[src/rtl/mem_port_arbiter.sv]
// Round-robin arbiter sharing one main-memory port between the I-cache and
// D-cache controllers. The grant is held until memory completes, the D side
// may lock the port for a bounded number of back-to-back transactions, and a
// watchdog releases the port if memory never completes.
module mem_port_arbiter #(
  parameter int ADDR_W   = 16,
  parameter int DATA_W   = 64,
  parameter int TIMEOUT  = 255,
  parameter int CNT_W    = 8,
  parameter int MAX_LOCK = 2
) (
  input  logic              clk,
  input  logic              rst,
  input  logic              i_req,
  input  logic              i_rd_wrt,
  input  logic [ADDR_W-1:0] i_addr,
  input  logic [DATA_W-1:0] i_wdata,
  output logic              i_done,
  input  logic              d_req,
  input  logic              d_rd_wrt,
  input  logic [ADDR_W-1:0] d_addr,
  input  logic [DATA_W-1:0] d_wdata,
  input  logic              d_lock,
  output logic              d_done,
  output logic [DATA_W-1:0] rdata,
  output logic              mem_en,
  output logic              mem_rd_wrt,
  output logic [ADDR_W-1:0] mem_addr,
  output logic [DATA_W-1:0] mem_wdata,
  input  logic              mem_done,
  input  logic [DATA_W-1:0] mem_rdata,
  output logic              grant_i,
  output logic              grant_d,
  output logic              timeout_err
);

  localparam int LOCK_W = $clog2(MAX_LOCK + 1);

  typedef enum logic [1:0] {IDLE, GNT_I, GNT_D} state_t;

  state_t            state, state_nxt;
  logic              last_d, last_d_nxt;     // 1: D side owned the port last
  logic [CNT_W-1:0]  wd_cnt, wd_cnt_nxt;
  logic [LOCK_W-1:0] lock_cnt, lock_cnt_nxt;
  logic              own_d;

  // State register: owner, round-robin history, watchdog and lock counters.
  always_ff @(posedge clk) begin
    if (rst) begin
      // NOTE: non-blocking assignments keep every register updating from the
      // same pre-edge values, regardless of statement order.
      state    <= IDLE;
      last_d   <= 1'b0;
      wd_cnt   <= '0;
      lock_cnt <= '0;
    end else begin
      state    <= state_nxt;
      last_d   <= last_d_nxt;
      wd_cnt   <= wd_cnt_nxt;
      lock_cnt <= lock_cnt_nxt;
    end
  end

  // Next-state arbitration plus the memory-port mux and completion outputs.
  always_comb begin
    // NOTE: every signal gets a default first so no path can infer a latch.
    state_nxt    = state;
    last_d_nxt   = last_d;
    wd_cnt_nxt   = wd_cnt;
    lock_cnt_nxt = lock_cnt;
    own_d        = (state == GNT_D);
    mem_en       = 1'b0;
    mem_rd_wrt   = 1'b0;
    mem_addr     = '0;
    mem_wdata    = '0;
    rdata        = '0;
    i_done       = 1'b0;
    d_done       = 1'b0;
    timeout_err  = 1'b0;

    case (state)
      IDLE: begin
        wd_cnt_nxt = '0;
        if (i_req && d_req) state_nxt = last_d ? GNT_I : GNT_D;
        else if (d_req)     state_nxt = GNT_D;
        else if (i_req)     state_nxt = GNT_I;
      end
      GNT_I, GNT_D: begin
        mem_en     = own_d ? d_req    : i_req;
        mem_rd_wrt = own_d ? d_rd_wrt : i_rd_wrt;
        mem_addr   = own_d ? d_addr   : i_addr;
        mem_wdata  = own_d ? d_wdata  : i_wdata;
        rdata      = mem_rdata;
        if (mem_done) begin
          // A completion always wins over a watchdog expiry in the same cycle.
          i_done     = !own_d;
          d_done     = own_d;
          last_d_nxt = own_d;
          if (own_d && d_lock && (lock_cnt < LOCK_W'(MAX_LOCK))) begin
            lock_cnt_nxt = lock_cnt + LOCK_W'(1);
            wd_cnt_nxt   = '0;
          end else begin
            state_nxt    = IDLE;
            lock_cnt_nxt = '0;
          end
        end else if (wd_cnt == CNT_W'(TIMEOUT)) begin
          timeout_err  = 1'b1;
          last_d_nxt   = own_d;
          state_nxt    = IDLE;
          lock_cnt_nxt = '0;
        end else begin
          wd_cnt_nxt = wd_cnt + CNT_W'(1);
        end
      end
      default: state_nxt = IDLE;
    endcase

    // Reset silences the port immediately; the grant itself drops next cycle.
    if (rst) begin
      mem_en      = 1'b0;
      mem_rd_wrt  = 1'b0;
      mem_addr    = '0;
      mem_wdata   = '0;
      rdata       = '0;
      i_done      = 1'b0;
      d_done      = 1'b0;
      timeout_err = 1'b0;
    end
  end

  assign grant_i = (state == GNT_I);
  assign grant_d = (state == GNT_D);

endmodule

[config.mk]
export PLATFORM = sky130hd
export DESIGN_NAME = mem_port_arbiter
export DESIGN_NICKNAME = d
export VERILOG_FILES = /design/src/rtl/mem_port_arbiter.sv
export SDC_FILE = /design/constraint.sdc
export NUM_CORES = 1
export LEC_CHECK = 0
export ABC_AREA = 0
export CAP_MARGIN = 25
export CELL_PAD_IN_SITES_DETAIL_PLACEMENT = 0
export CELL_PAD_IN_SITES_GLOBAL_PLACEMENT = 1
export CORE_ASPECT_RATIO = 1.2
export CORE_MARGIN = 10
export CORE_UTILIZATION = 12
export CTS_BUF_LIST = sky130_fd_sc_hd__clkbuf_16
export DETAILED_ROUTE_END_ITERATION = 8
export HOLD_SLACK_MARGIN = 0.12
export PLACE_DENSITY = 0.77
export SYNTH_ARGS = -nofsm -noshare
export SYNTH_HDL_FRONTEND = slang
export SYNTH_SLANG_ARGS = --single-unit
[constraint.sdc]
create_clock -name clk -period 1.9 [get_ports clk]
set_input_delay 0.38 -clock clk [delete_from_list [all_inputs] [get_ports clk]]
set_output_delay 0.38 -clock clk [all_outputs]
set_load 0.02 [all_outputs]
==> Implementation_results.wiki, run 1 <==
{| class="wikitable"
! Metric !! Value
|-
| Critical path endpoint || mem_wdata[60]
|-
| Share of cells above drive strength 1 || 59.0%
|-
| Clock tree from TritonCTS || done
|-
| Core footprint || 20300 um^2
|-
| Final core utilization || 45.4%
|-
| Die area || 26800 um^2
|-
| #FFs+latches synth || 13
|-
| Maximum number of pins on one net before global-route repair || 17
|-
| Critical path start-end classification || reg2out
|-
| GR Overflow Total || 0
|-
| Transition time at the pin with the least slew margin || 0.410 ns
|-
| Sequential-to-total area share from yosys stat || 10.5%
|-
| Path category of the worst min-delay check || reg2reg
|-
| Average cell area after synthesis || 7.19 um^2
|-
| Average detailed-routed wire length per instance || 20.6 um
|-
| Multiplexer share of the synthesized area || 33.6%
|-
| Placement Rows || 57
|-
| XOR/XNOR share of the synthesized area || 0%
|-
| Fill cell count || 1899
|-
| Share of total power consumed by net switching || 37.2%
|-
| Worst rel slew slack || 72.5%
|-
| Register Area || 263 um^2
|-
| Crit path launch || state[0]
|-
| Die X-Extent || 151 um
|-
| Complex-gate fraction of the synthesized area || 10.3%
|-
| DP Wirelength || 16600 um
|-
| Aggregate global-route resource usage || 13.9%
|-
| Part of the cycle the worst path needs || 113%
|-
| Top_reg_cell synth || sky130_fd_sc_hd__dfxtp_1
|-
| Most numerous cell in the Yosys netlist || sky130_fd_sc_hd__nor2_1
|-
| WP data required || 1.52 ns
|-
| DR iter-0 viols || 94
|-
| Highest clock frequency the design can meet || 466 MHz
|-
| Wire length of the first global-routing pass || 28600 um
|-
| Later-pin clock latency in the skew report || 0.24 ns
|-
| Effective utilization at floorplan || 12.2%
|-
| Setup repair after global routing missed its margin || true
|-
| Number of global-route vias before repair || 4343
|-
| Via Count || 4254
|-
| Reported leakage power || 3.65 nW
|-
| Reg-to-Reg End || wd_cnt[4]
|-
| Gate Count Post-Synth || 344
|-
| Number of clock buffers inserted by TritonCTS || 3
|-
| Count of placed standard cells including taps || 1008
|-
| Part of the total power dissipated in the clock network || 10.0%
|-
| Violations in the final reports || negative setup slack
|-
| Worst IR Drop VDD || 0.000398 V
|-
| DRT Wirelength || 22000 um
|-
| Cells taking the most area after synthesis || sky130_fd_sc_hd__mux2i_1 (34%), sky130_fd_sc_hd__and2_1 (16%), sky130_fd_sc_hd__nor2_1 (13%)
|-
| Internal reg-to-reg setup slack || -0.01 ns
|-
| Depth of the CTS H-tree || 1
|-
| Final sum of negative setup slack || -22.41 ns
|-
| Largest family of logic cells by synthesized area || simple AND/OR/NAND/NOR gates
|-
| Max-cap violations || 0
|-
| Number of endpoints failing setup at the final stage || 150
|-
| Area share of fa/ha/maj cells after synthesis || 2.02%
|-
| Root Buffer || sky130_fd_sc_hd__clkbuf_16
|-
| Data arrival time of the critical path || 1.76 ns
|-
| Number of hold buffers added after cts || 0
|-
| Area growth from synthesis to layout || 271%
|-
| Via/cell ratio || 3.99
|-
| HP Start || lock_cnt[1]
|-
| Power density over cell area || 428 nW/um^2
|-
| Total power || 3.94 mW
|-
| Power share of the sequential group || 7.3%
|-
| Worst path slowest cell || sky130_fd_sc_hd__dfxtp_2
|-
| Final hold violations || 0
|-
| Total count of max-transition violations in the final report || 0
|-
| Net count of the mapped netlist || 580
|-
| Area fraction of the dominant cell type after synthesis || 33.6%
|-
| DRT antenna net count || 0
|-
| Post-layout min period || 2.14 ns
|-
| Number of antenna violations at the first check in global routing || 1
|-
| CP Cell Sequence || inv_4, ha_4, buf_6, nand2b_4, buf_12, buf_12, buf_16, nor2_4, buf_6
|-
| Ys async rst share || 0%
|-
| Port bufs || 382
|-
| Met1 layer wirelength in the final routing || 8140 um
|-
| Amount of wire on met3 after detailed routing || 1640 um
|-
| Synth Area in Simple Gates || 37.3%
|-
| Top cell type by total area after synthesis || sky130_fd_sc_hd__mux2i_1
|-
| Power dissipated by switching net loads || 1.47 mW
|-
| Worst-case setup margin in the final layout || -0.244 ns
|-
| Worst reg2reg startpoint || state[0]
|-
| Status || finished with violations
|-
| NumNets Final || 1039
|-
| Topmost layer with routed signal wires || met5
|-
| Number of synthesis warnings || 0
|-
| Max FO, Critical Path || 6
|-
| Number of iterations in the first detailed-routing pass || 4
|-
| # DRC || 0
|-
| EDFF count, synth || 0
|-
| Part of the total power dissipated in combinational logic || 82.7%
|-
| Clock-pin slew of the registers on the worst-case setup and hold paths || 0.05 ns
|-
| Commonest cells post-synth || sky130_fd_sc_hd__nor2_1 (86), sky130_fd_sc_hd__mux2i_1 (83), sky130_fd_sc_hd__and2_1 (64), sky130_fd_sc_hd__buf_2 (14), sky130_fd_sc_hd__dfxtp_1 (13)
|-
| Routability congestion estimate from global placement || 0.856
|-
| CP endpoint kind || primary output
|-
| Clock Skew || 0.00613 ns
|-
| Number of top-level pins || 383
|-
| Highest cell delay on the worst timing path || 0.34 ns
|-
| Worst Setup Start Kind || register
|-
| Diode insertion count for antenna repair || 0
|-
| Layout Cells excl Fill || 1067
|-
| Detailed route wirelength on metal2 || 12000 um
|-
| Die height || 177 um
|-
| Internal power || 2.47 mW
|-
| Num Clock Sinks || 13
|-
| Buffers from clock root to sink, at most || 2
|-
| Combined area of the multi-input logic cells || 3160 um^2
|-
| Reg2Reg Depth || 10
|-
| Yosys cell types || 48
|-
| Combined area of all synthesized cells || 2470 um^2
|}
power groups by stage:
| stage | sequential (mW) | combinational (mW) | clock [mW] |
|---|---|---|---|
| detailed placement | 0.290 | 2.18 | 0 |
| finish | 0.288 | 3.25 | 0.394 |
| global placement | 0.290 | 2.18 | 0 |
| floorplan | 0.291 | 0.984 | 0 |
| global route | 0.289 | 3.41 | 0.413 |
| CTS | 0.288 | 2.72 | 0.404 |
layout by cell type, fill, tap and decap left out, drive strengths merged, types with 2 or more instances in the layout:
cell / count
ha: 4
o31ai: 2
o311a: 2
o32ai: 2
a211o: 3
nor2: 86
nand2: 7
nor3b: 2
nand2b: 4
o21a: 2
clkbuf: 9
buf: 243
and3: 3
a21oi: 6
nand3: 3
or2: 2
clkdlybuf4s50: 230
and2: 64
inv: 6
dfxtp: 13
mux2i: 83
o21ai: 6
metal layers:
layer / vias to the layer above / GRT usage [%]
li1: 2099 / -
met1: 1949 / 15.3
met2: 190 / 26.3
met3: 14 / 3.85
met4: 2 / 1.89
met5: - / 0
flip-flops by register name (all words and copies together) (netlist names):
name and count:
last_d 1, lock_cnt 2, state 2, wd_cnt 8
kinds of logic after synthesis:
logic type               count (synthesis)
buffers and inverters                   33
multiplexers                            83
AND/OR/NAND/NOR                        180
flip-flops                              13
AO/OA/AOI/OAI                           31
adder cells (fa/ha/maj)                  4
timing repair:
item,4_1_cts,5_1_grt
buffers inserted,26,19
gates resized for setup,855,273
pin swaps,13,70
endpoints found under the setup margin,160,156
gates cloned,11,5
per-stage QoR:
step           instance area [um^2]  hold slack (ns)  setup slack, ns
3_3_place_gp                   7160            0.465           -0.627
2_1_floorplan                  2740            0.445          -0.0489
6_report                       9190            0.484           -0.244
5_1_grt                        9190            0.511           -0.301
3_5_place_dp                   7160            0.471           -0.622
4_1_cts                        8090            0.484           -0.329
cell type report:
| class | instances | area share (%) |
|---|---|---|
| Timing Repair Buffer | 481 | 58.0 |
| Clock inverter | 1 | 0.0408 |
| Multi-Input combinational cell | 299 | 34.4 |
| Tap cell | 265 | 3.61 |
| Sequential cell | 13 | 2.86 |
| Inverter | 5 | 0.259 |
| Clock buffer | 3 | 0.817 |
how the worst min path moves through the flow:
stage | slack, ns | depth (start not counted) | endpoint
detailed placement | 0.47 | 2 | lock_cnt[1]
finish | 0.48 | 2 | lock_cnt[1]
CTS | 0.48 | 2 | lock_cnt[1]
global placement | 0.47 | 2 | lock_cnt[1]
global route | 0.51 | 2 | lock_cnt[1]
floorplan | 0.44 | 2 | lock_cnt[1]
critical path: cells and delay by family, from the launching register on:
family | cells | cell delay [ns]
adder cells (fa/ha/maj) | 1 | 0.28
buffers and inverters | 6 | 0.71
flip-flops | 1 | 0.34
AND/OR/NAND/NOR | 2 | 0.18
Power figures use the tool's default switching activity.
==> inputs of run 2 (changes only) <==
Settings changed: ABC_AREA 0 to not set.
Clock period 1.9 ns to 1.75 ns, I/O delays scaled along.
==> run 2 against run 1 <==
Compared with the run above: the flow still finishes with violations (negative setup slack); cell count decreased by 0.75%; wire length increased by 0.25%; critical path depth unchanged; sequential share of layout area about the same; sequential power increased by 8.0%; sequential cell count unchanged; die area unchanged; critical path type unchanged.
==> Implementation_results.wiki, run 2 (synthesis results as in run 1) <==
{| class="wikitable"
! Metric !! Value
|-
| Status || finished with violations
|-
| Violations in the final reports || negative setup slack
|-
| Share of cells above drive strength 1 || 59.6%
|-
| Routability congestion estimate from global placement || 0.854
|-
| Power density over cell area || 460 nW/um^2
|-
| CP endpoint kind || primary output
|-
| Most used cell, CP || sky130_fd_sc_hd__buf_6
|-
| Largest register FFs || 8
|-
| Reported leakage power || 3.56 nW
|-
| Worst IR Drop VDD || 0.000398 V
|-
| Worst Setup Start Kind || register
|-
| Worst rel slew slack || 71.8%
|-
| Worst min-delay path endpoint || lock_cnt[1]
|-
| Die height || 177 um
|-
| Fill cell count || 1900
|-
| Number of antenna violations at the first check in global routing || 0
|-
| Later-pin clock latency in the skew report || 0.24 ns
|-
| Most frequent cells in the layout || sky130_fd_sc_hd__clkdlybuf4s50_1 (230), sky130_fd_sc_hd__buf_6 (145), sky130_fd_sc_hd__buf_4 (64)
|-
| Critical path start-end classification || reg2out
|-
| Effective utilization at floorplan || 12.2%
|-
| Count of placed standard cells including taps || 1009
|-
| Hold Slack || 0.476 ns
|-
| Number of clock buffers inserted by TritonCTS || 3
|-
| Leading registers by flop count || wd_cnt x8, lock_cnt x2, state x2
|-
| Clock tree from TritonCTS || done
|-
| Worst reg2reg startpoint || state[0]
|-
| Diode insertion count for antenna repair || 0
|-
| Hold path depth || 2
|-
| Number of endpoints failing setup at the final stage || 156
|-
| Buffers from clock root to sink, at most || 2
|-
| Highest cell delay on the worst timing path || 0.32 ns
|-
| GR Overflow Total || 0
|-
| Reg-to-Reg End || wd_cnt[4]
|-
| Layout Cells excl Fill || 1059
|-
| DP Wirelength || 16600 um
|-
| Max FO, Critical Path || 7
|-
| Port bufs || 382
|-
| Placement Rows || 57
|-
| Register Area || 263 um^2
|-
| # DRC || 0
|-
| Average detailed-routed wire length per instance || 20.8 um
|-
| Internal reg-to-reg setup slack || -0.25 ns
|-
| Total count of max-transition violations in the final report || 0
|-
| Combined area of the multi-input logic cells || 3320 um^2
|-
| CP Cell Sequence || inv_2, buf_4, ha_4, buf_6, buf_16, buf_6, mux2i_1, nor2_2, buf_6
|-
| DRT antenna net count || 0
|-
| Reg2Reg Depth || 11
|-
| NumNets Final || 1031
|-
| Die X-Extent || 151 um
|-
| Root Buffer || sky130_fd_sc_hd__clkbuf_16
|-
| Number of iterations in the first detailed-routing pass || 4
|-
| DR iter-0 viols || 128
|-
| Die area || 26800 um^2
|-
| Highest clock frequency the design can meet || 458 MHz
|-
| Wire length of the first global-routing pass || 28400 um
|-
| Core footprint || 20300 um^2
|-
| Max-cap violations || 0
|-
| Path category of the worst min-delay check || reg2reg
|-
| Worst path slowest cell || sky130_fd_sc_hd__dfxtp_2
|-
| HP Start || lock_cnt[1]
|-
| Final hold violations || 0
|-
| Final sum of negative setup slack || -53.19 ns
|-
| Num Clock Sinks || 13
|-
| WP data required || 1.40 ns
|-
| DRT Wirelength || 22100 um
|-
| Clock-pin slew of the registers on the worst-case setup and hold paths || 0.05 ns
|-
| Via Count || 4253
|-
| CP bufs+invs || 6
|-
| Clock Skew || 0.00565 ns
|-
| Setup repair after global routing missed its margin || true
|-
| Area growth from synthesis to layout || 269%
|-
| Depth of the CTS H-tree || 1
|-
| Worst-case setup margin in the final layout || -0.434 ns
|-
| Commonest non-fill, non-tap cell in the layout || sky130_fd_sc_hd__clkdlybuf4s50_1
|-
| Crit path max-delay family || buffers and inverters
|-
| Logic depth of the worst setup path including buffers || 9
|-
| Transition time at the pin with the least slew margin || 0.421 ns
|-
| Number of global-route vias before repair || 4253
|-
| Data arrival time of the critical path || 1.83 ns
|-
| Largest register by flop count || wd_cnt
|-
| Via/cell ratio || 4.02
|-
| Aggregate global-route resource usage || 13.5%
|-
| Maximum number of pins on one net before global-route repair || 28
|-
| Total power || 4.20 mW
|-
| Part of the cycle the worst path needs || 125%
|-
| Number of top-level pins || 383
|-
| Post-layout min period || 2.18 ns
|}
==> run 2: worst max-delay path by stage <==
stage,startpoint,endpoint,slack (ns)
global route,state[0],mem_wdata[17],-0.49
CTS,state[0],mem_wdata[20],-0.51
finish,state[0],mem_wdata[50],-0.43
global placement,rst,d_done,-0.78
detailed placement,rst,d_done,-0.79
floorplan,state[0],mem_wdata[51],-0.05
==> run 2: metrics by stage <==
step	utilization (%)	area [um^2]	worst slack (ns)
2_1_floorplan	-	2940	-0.0452
3_3_place_gp	36.0	7300	-0.777
3_5_place_dp	36.0	7300	-0.786
4_1_cts	38.9	7890	-0.507
5_1_grt	45.0	9120	-0.489
6_report	45.0	9120	-0.434
==> run 2: area by class of cell <==
| cell class | count | share of cell area, % |
|---|---|---|
| Clock buffer | 3 | 0.823 |
| Clock inverter | 1 | 0.0549 |
| Inverter | 5 | 0.233 |
| Multi-Input combinational cell | 298 | 36.3 |
| Timing Repair Buffer | 474 | 56.0 |
| Sequential cell | 13 | 2.88 |
| Tap cell | 265 | 3.63 |
==> run 2: routing by layer <==
layer	track usage, %	vias up	part of all wire, %
met1	14.1	1975	35
li1	-	2079	-
met2	26.7	185	57
met4	1.04	0	0.79
met5	0	-	0
met3	3.67	14	7.2
==> run 2: timing repair <==
item | CTS | global route
setup endpoints to repair | 160 | 162
resized for setup | 721 | 362
pin swaps | 9 | 56
gates cloned | 6 | 8
hold buffers | 0 | 0
setup buffers | 29 | 14
==> run 2: power by group <==
part	switching (mW)	leakage (nW)	internal (mW)
Sequential	0.00499	0.106	0.306
Combinational	1.48	3.41	1.97
Clock	0.137	0.0409	0.305
==> run 2: tightest hold or removal path, cell delays in order (launching register included) <==
cell,delay (ns)
sky130_fd_sc_hd__dfxtp_1,0.30
sky130_fd_sc_hd__o21ai_0,0.06
sky130_fd_sc_hd__a21oi_1,0.06
==> inputs of run 3 (changes only) <==
Settings changed: CORE_MARGIN 10 to 4, PLACE_DENSITY 0.77 to not set, PLACE_DENSITY_LB_ADDON set to 0.1.
==> run 3 against run 2 <==
Compared with the run above: the run still ends with negative setup slack left; clock power about the same; sequential cell count unchanged; wire length up 1.9%; largest power group unchanged; count of clock-buffer cells in the layout unchanged.
==> Implementation_results.wiki, run 3 (synthesis results as in run 1) <==
{| class="wikitable"
! Metric !! Value
|-
| Status || finished with violations
|-
| Violations in the final reports || negative setup slack
|-
| Largest register by flop count || wd_cnt
|-
| Number of top-level pins || 383
|-
| DR iter-0 viols || 102
|-
| Die area || 23000 um^2
|-
| Average detailed-routed wire length per instance || 20.7 um
|-
| Most used cell, CP || sky130_fd_sc_hd__buf_6
|-
| Via Count || 4404
|-
| Worst rel slew slack || 67.9%
|-
| Highest cell delay on the worst timing path || 0.32 ns
|-
| Data arrival time of the critical path || 1.82 ns
|-
| Number of endpoints failing setup at the final stage || 156
|-
| GR Overflow Total || 0
|-
| Number of iterations in the first detailed-routing pass || 4
|-
| Highest clock frequency the design can meet || 462 MHz
|-
| Aggregate global-route resource usage || 17.5%
|-
| Reg2Reg Depth || 9
|-
| HP Start || lock_cnt[1]
|-
| Via/cell ratio || 4.07
|-
| Crit path launch || state[0]
|-
| Core footprint || 20300 um^2
|-
| Worst path slowest cell || sky130_fd_sc_hd__dfxtp_2
|-
| Port bufs || 382
|-
| Clock tree from TritonCTS || done
|-
| Hold Slack || 0.474 ns
|-
| Fill cell count || 1899
|-
| DP Wirelength || 16700 um
|-
| Reg-to-Reg End || wd_cnt[5]
|-
| Most frequent cells in the layout || sky130_fd_sc_hd__clkdlybuf4s50_1 (229), sky130_fd_sc_hd__buf_6 (163), sky130_fd_sc_hd__and2_4 (64)
|-
| Commonest non-fill, non-tap cell in the layout || sky130_fd_sc_hd__clkdlybuf4s50_1
|-
| Maximum number of pins on one net before global-route repair || 15
|-
| Effective utilization at floorplan || 12.2%
|-
| Post-layout min period || 2.17 ns
|-
| DRT antenna net count || 0
|-
| DRT Wirelength || 22500 um
|-
| Critical path start-end classification || reg2out
|-
| CP endpoint kind || primary output
|-
| Max-cap violations || 0
|-
| Part of the cycle the worst path needs || 124%
|-
| Power density over cell area || 470 nW/um^2
|-
| Number of global-route vias before repair || 4550
|-
| Setup repair after global routing missed its margin || true
|-
| Count of placed standard cells including taps || 1003
|-
| Wire length of the first global-routing pass || 30800 um
|-
| Clock-pin slew of the registers on the worst-case setup and hold paths || 0.05 ns
|-
| Num Clock Sinks || 13
|-
| Worst-case setup margin in the final layout || -0.416 ns
|-
| Worst Setup Start Kind || register
|-
| CP Cell Sequence || inv_2, buf_6, ha_4, buf_8, buf_12, buf_16, buf_6, mux2i_1, nor2_1, buf_4
|-
| Register Area || 265 um^2
|-
| Routability congestion estimate from global placement || 0.876
|-
| Later-pin clock latency in the skew report || 0.24 ns
|-
| Clock Skew || 0.00422 ns
|-
| WP data required || 1.40 ns
|-
| Number of antenna violations at the first check in global routing || 3
|-
| Area growth from synthesis to layout || 285%
|-
| Total count of max-transition violations in the final report || 0
|-
| Number of clock buffers inserted by TritonCTS || 3
|-
| Reported leakage power || 3.78 nW
|-
| Buffers from clock root to sink, at most || 2
|-
| Transition time at the pin with the least slew margin || 0.480 ns
|-
| Die height || 165 um
|-
| Internal reg-to-reg setup slack || -0.10 ns
|-
| Number of hold buffers added after cts || 0
|-
| Worst min-delay path endpoint || lock_cnt[1]
|-
| NumNets Final || 1053
|-
| Hold path depth || 2
|-
| Die X-Extent || 139 um
|-
| Leading registers by flop count || wd_cnt x8, lock_cnt x2, state x2
|-
| Max FO, Critical Path || 4
|-
| # DRC || 0
|-
| Layout Cells excl Fill || 1083
|-
| Worst reg2reg startpoint || state[0]
|-
| Largest register FFs || 8
|-
| Depth of the CTS H-tree || 1
|-
| Final hold violations || 0
|-
| Path category of the worst min-delay check || reg2reg
|-
| Share of cells above drive strength 1 || 61.9%
|-
| Root Buffer || sky130_fd_sc_hd__clkbuf_16
|-
| Placement Rows || 57
|-
| Worst IR Drop VDD || 0.000432 V
|-
| Final sum of negative setup slack || -44.82 ns
|-
| Combined area of the multi-input logic cells || 3180 um^2
|}
-- run 3: stage by stage --
stage	setup slack [ns]	power, mW	utilization [%]	instance area (um^2)
after global placement	-0.778	2.73	35.8	7250
after CTS	-0.389	4.21	44.3	8980
after detailed placement	-0.788	2.75	35.8	7250
final	-0.416	4.49	47.1	9540
after floorplan	-0.0452	1.50	-	2940
after global routing	-0.479	4.68	47.1	9540
-- run 3: cell type report --
type / count / share of cell area (%)
antenna: 2 / 0.0525
clock buffer: 3 / 0.787
clock inverter: 1 / 0.0393
inverter: 5 / 0.223
multi-input combinational: 298 / 33.3
sequential: 13 / 2.78
tap: 265 / 3.48
timing repair buffer: 496 / 59.3
-- run 3: worst max-delay path by stage --
stage,end,depth (start not counted),slack (ns)
final,mem_addr[15],10,-0.42
after global placement,rdata[11],6,-0.78
after detailed placement,rdata[32],6,-0.79
after global routing,mem_addr[15],10,-0.48
after floorplan,mem_wdata[51],7,-0.05
after CTS,mem_wdata[43],10,-0.39
-- run 3: report_power, final --
part | switching [mW] | leakage [nW] | internal, mW
clock network | 0.141 | 0.0423 | 0.303
logic | 1.51 | 3.63 | 2.22
registers | 0.00500 | 0.107 | 0.307
-- run 3: what timing repair did --
item                                    in CTS  in global routing
gates resized for setup                    959                119
endpoints found under the setup margin     162                161
gates cloned                                20                  2
pin swaps                                   27                 44
setup buffers                               48                 15
-- run 3: per-layer routing --
metal	global-route usage (%)	wire, um	part of all wire, %
met5	0	13	0.058
met4	2.71	329	1.5
met3	3.34	1050	4.7
met2	34.1	12600	56
met1	20.2	8500	38
-- run 3: critical path, delay by kind of cell (launching register included) --
| kind | cells | cell delay [ns] |
|---|---|---|
| buffers and inverters | 7 | 0.84 |
| DFF | 1 | 0.32 |
| and+or+nand+nor | 1 | 0.07 |
| adders and majority gates | 1 | 0.18 |
| muxes | 1 | 0.16 |
